==> src/rtl/db.sv <==
// Four-channel button debouncer: 2-flop synchroniser, then a stable-run counter per channel.
// Output follows input DEBOUNCE_CYCLES+1 edges after the first sampling edge; no backpressure.
module db #(
  parameter int DEBOUNCE_CYCLES = 8,
  parameter int CNT_W           = 16
) (
  input  logic clk,
  input  logic rst,
  input  logic btnHS,
  output logic HS,
  input  logic btnVS,
  output logic VS,
  input  logic btnDF_UART,
  output logic DF_UART,
  input  logic btnDF_VGA,
  output logic DF_VGA
);

  localparam int                NCH  = 4;
  localparam logic [CNT_W-1:0] LAST = CNT_W'(DEBOUNCE_CYCLES - 1);

  logic [NCH-1:0]   btn;
  logic [NCH-1:0]   s1_q, s2_q;
  logic [NCH-1:0]   out_q, out_d;
  logic [CNT_W-1:0] cnt_q [NCH];
  logic [CNT_W-1:0] cnt_d [NCH];

  assign btn = {btnDF_VGA, btnDF_UART, btnVS, btnHS};

  // A single cycle of agreement between s2 and out restarts qualification.
  always_comb begin
    out_d = out_q;
    for (int i = 0; i < NCH; i++) begin
      cnt_d[i] = '0;
      if (s2_q[i] != out_q[i]) begin
        if (cnt_q[i] == LAST) begin
          out_d[i] = s2_q[i];
        end else begin
          cnt_d[i] = cnt_q[i] + 1'b1;
        end
      end
    end
  end

  always_ff @(posedge clk) begin
    if (rst) begin
      s1_q  <= '0;
      s2_q  <= '0;
      out_q <= '0;
      for (int i = 0; i < NCH; i++) cnt_q[i] <= '0;
    end else begin
      s1_q  <= btn;
      s2_q  <= s1_q;
      out_q <= out_d;
      for (int i = 0; i < NCH; i++) cnt_q[i] <= cnt_d[i];
    end
  end

  assign HS      = out_q[0];
  assign VS      = out_q[1];
  assign DF_UART = out_q[2];
  assign DF_VGA  = out_q[3];

endmodule

==> config.mk <==
export PLATFORM = sky130hd
export DESIGN_NAME = db
export DESIGN_NICKNAME = d
export VERILOG_FILES = /design/src/rtl/db.sv
export SDC_FILE = /design/constraint.sdc
export NUM_CORES = 1
export LEC_CHECK = 0
export ABC_AREA = 1
export BUFFER_PORTS_ARGS = -buffer_cell sky130_fd_sc_hd__buf_2
export CAP_MARGIN = 20
export CORE_ASPECT_RATIO = 2
export CORE_MARGIN = 2
export CORE_UTILIZATION = 26
export CTS_BUF_LIST = sky130_fd_sc_hd__clkbuf_2 sky130_fd_sc_hd__clkbuf_4 sky130_fd_sc_hd__clkbuf_8
export DETAILED_ROUTE_END_ITERATION = 16
export GPL_ROUTABILITY_DRIVEN = 0
export PLACE_DENSITY = 0.39
export SYNTH_ARGS = -nofsm -noshare
export SYNTH_HDL_FRONTEND = slang
export SYNTH_SLANG_ARGS = --single-unit
==> constraint.sdc <==
create_clock -name clk -period 1.2 [get_ports clk]
set_input_delay 0.12 -clock clk [delete_from_list [all_inputs] [get_ports clk]]
set_output_delay 0.12 -clock clk [all_outputs]
set_load 0.02 [all_outputs]
After elaboration in Yosys (flattened, before gate mapping). Memories as Yosys holds them, arrays and structs flattened. Index checks and enable logic that the tools add are counted. Widths: inputs -> output; s select.

Add/subtract/negate cells: 4. Multiply operators: 0. Divide/modulo/power cells: 0. Magnitude comparators: 0. Eq/ne operators: 8. Shift operators: 0. Mux-type cells: 15. Bitwise operators: 4. Reduce and logical (&&, ||, !) cells: 4.

Operator list (number): $mux 16 (12); $add 16x1->16 const B (4); $eq 16x3->1 const B (4); $reduce_and 2->1 (4); $ne 1x1->1 (4); $or 1x1->1 (4); $mux 1 (3).

Register bits: 12. Bits in latches: 0. RAM bits: 64. ROM bits: 0. Bits of input ports: 6. Output and inout bits: 4. Logic and storage cells: 42. Memories: 1.

Memories: cnt_q (words 4, width 16, rd ports 4, clocked after Yosys merged registers in 0, wr ports 4, line 25) `logic [CNT_W-1:0] cnt_q [NCH];`.

Depth between registers and ports, before layout.
Word-level depth: 4. Mapped depth: 9. Gate-level depth less buffers: 8.

Worst setup path after synthesis. No wires, ideal clock.

Path type: reg-to-reg. Start point: memory cnt_q[2][0]. End point: memory cnt_q[2][9]. Library setup time: 114 ps. Arrival time: 1166 ps. Data required time: 1086 ps. Path slack: -80 ps. Cell stages (with the launch flop): 10. Path buffers: 1. Period minus slack after synthesis: 1280 ps. Cells stage by stage: dfxtp_1 -> ha_1 -> nand2_1 -> clkinv_1 -> nand3_2 -> nor2_2 -> nand2_1 -> nand2_4 -> buf_6 -> nor2_1.

RTL lines (line): from (decl) (25).

==> metrics.cfg <==
[setup_path]
crit_top_cell=nor2_4
critical-path-top-delay-family=flip-flops
cp_data_arrival_time_ns=1.51
required_ns=1.44
slowest_delay_ns=0.36
r2r_setup_slack_ns=-0.06
endpoint_kind=flop
slowest_stage=dfxtp_2
worstSetupPathType=reg -> reg
path_cells=ha_4 > nand3_4 > nor2_4 > buf_4 > xor2_4 > nor2_4
cp_max_fo=4
startpoint_type=flop
path_buf_inv=1

[clock_network]
cts_buffers=9
insertion_delay_ns=0.35
cts.htree.levels=3
clk_pin_slew_ns=0.08
ctsLongestPathBuffers=2
root_buffer=clkbuf_8
cts_tree=yes
clock_sinks=76

[synth]
synthTopCellsByArea=dfxtp_1 (41%), nand2_1 (12%), nor2_1 (12%)
avgSynthCellArea_um2=6.872
ys_ff_latch=76
yosysTopAreaCell=dfxtp_1
yosysSeqAreaShare_pct=41.30
ys_warn_count=0
synthArstFlopShare_pct=0
synth_area_mm2=0.003684
synth-edff-count=0
syn_inst=536
synth_top_area_share_pct=41.30
ys_types=27
synthFlopType=dfxtp_1
synth_nets=546

[placement]
placed_cells=791
dpl.hpwl_mm=7.004
io_buffers=9

[cells_and_area]
final_cells=826
diodes=0
fillerInstances=1510
area_growth_syn_to_layout_pct=46.98
register_area_mm2=0.001572
layout-drive-gt1-share_pct=39.56
multiInputGateArea_mm2=0.002366
fin_nets=642

[min_path]
min_path_type=in -> reg

[sta]
worst_pin_slew_ns=0.2589
hold_viol=0
max_slew_margin_pct=82.64
finalMaxSlewViolations=0
fin_crit_ns=1.262
max_freq_mhz=792.5
fin_crit_sh_pct=105.2
grt_setup_unrepaired=true
setup_viol=38
finalSetupTns_ns=-1.143
skew_ns=0.01020
fin_ws_ns=-0.06184

[job]
maxCapViolations=0

[pwr]
power_leakage_nw=1.936
seqPwrFrac_pct=51.1
vdd_ir_drop_max_uv=664.4
power_density_mw_per_mm2=918.8
p_sw_share_pct=21.02
power_frac_comb_pct=2.6
p_clk_share_pct=46.3
p_int_mw=3.929
p_switching_mw=1.045

[routing]
drtAntennaViolNets=0
avgViaCountPerCell=4.350
wl_mm=9.891
dr.first_iter.drc_count=68
vias=3593
drc=0
firstDrtPassIters=4
wl_per_cell_um=11.97

[global_routing]
track_usage_pct=13.67
antenna_found_initial=0
grt_pass1_wl_mm=16.11
grt_start_max_net_pins=17
overflow=0
grt_pass1_vias=3600

[die]
placementRows=61
fp.dieArea_mm2=0.01519
pin_count=10
initial_core_util_pct=26.52
coreArea_mm2=0.01389
die_h_um=172.3
fp.dieW_um=88.17

[status]
violations=setup timing
status=finished, violations left

-- cell usage in the layout (no fill, tap or decap), types with 14 or more instances in the layout --
master / n
a21oi_1: 20
nor2_2: 31
dfxtp_2: 34
nand2_2: 15
nand4_1: 14
dfxtp_1: 40
nand3_1: 30
nor2_4: 18
inv_1: 61
nor2_1: 78
nand2_1: 105
buf_4: 66
-- worst paths after layout --
| kind | start | endpoint | cells after the start |
|---|---|---|---|
| worst max-delay path | cnt_q[3][0] | cnt_q[3][6] | 6 |
| worst min-delay path | rst | out_q[2] | 4 |
| worst max register to register | cnt_q[3][0] | cnt_q[3][6] | 6 |
| worst min register to register | s1_q[3] | s2_q[3] | 2 |
-- cells in the mapped netlist, types with 2 or more instances --
cell type / count
xnor2_1: 13
nand3_1: 39
nand4_1: 14
buf_6: 3
nand2_1: 120
nand3b_1: 2
inv_2: 3
o21ai_1: 2
a21oi_1: 32
xor2_1: 13
nand2_2: 4
nor2_2: 5
or2_0: 2
nor2_1: 119
inv_1: 64
dfxtp_1: 76
o21ai_0: 6
nand3_2: 5
ha_1: 4
nor2_4: 3
-- state kept, by name, summed over array words and instances, names as in the netlist --
signal  flops
s2_q        4
cnt_q      64
s1_q        4
out_q       4
-- logic make-up (layout without fill, tap and decap cells) --
family,after synthesis,in the layout,synth area share [%]
xor+xnor,26,26,6.182
simple gates,316,317,37.33
flops,76,76,41.30
buf+inv,73,173,8.186
compound gates,41,41,5.639
fa+ha+maj,4,4,1.359
-- stage by stage --
step                total power [mW]  hold slack (ns)  setup slack [ns]  util (%)  cell area (um^2)
floorplan                      2.653           0.2270          -0.01983         -              3725
global placement               2.690           0.3248          -0.05122     32.04              4451
detailed placement             2.691           0.3314          -0.07566     32.04              4451
CTS                            5.063          0.03421          -0.01297     35.17              4886
global route                   5.221          0.03732           -0.1122     38.98              5414
finish                         4.974          0.05164          -0.06184     38.98              5414
-- layout make-up --
cell class | count | share of cell area (%)
inverters | 68 | 4.761
flip-flops and latches | 76 | 29.03
multi-input cells | 388 | 43.70
clock inverters | 4 | 1.294
clock buffers | 12 | 3.051
repair buffers | 89 | 13.80
well taps | 189 | 4.368
-- repair_timing --
| item | CTS | global route |
|---|---|---|
| hold buffers | 4 | 0 |
| setup endpoints to repair | 65 | 68 |
| pin swaps | 8 | 29 |
| resized for setup | 33 | 122 |
| setup buffers | 2 | 10 |
| gates cloned | 1 | 2 |
| endpoints found under the hold margin | 4 | 0 |
-- power groups by stage --
stage | logic, mW | registers, mW | clock network (mW)
2_1_floorplan | 0.0489 | 2.60 | 0
3_5_place_dp | 0.0865 | 2.60 | 0
5_1_grt | 0.142 | 2.54 | 2.54
6_report | 0.129 | 2.54 | 2.30
4_1_cts | 0.108 | 2.55 | 2.41
3_3_place_gp | 0.0861 | 2.60 | 0
-- layer usage --
| layer | part of all wire [%] | GRT usage (%) | wire length (um) |
|---|---|---|---|
| met5 | 0 | 0 | 0 |
| met4 | 3.0 | 6.192 | 294 |
| met3 | 1.9 | 2.673 | 183 |
| met2 | 59 | 25.99 | 5823 |
| met1 | 36 | 13.80 | 3590 |
-- tightest hold or removal path: cells and delay by family --
family                 cells  cell delay [ns]
buffers and inverters      2             0.15
AND/OR/NAND/NOR            2             0.09
Note: power is estimated with default switching activity, not from simulation.
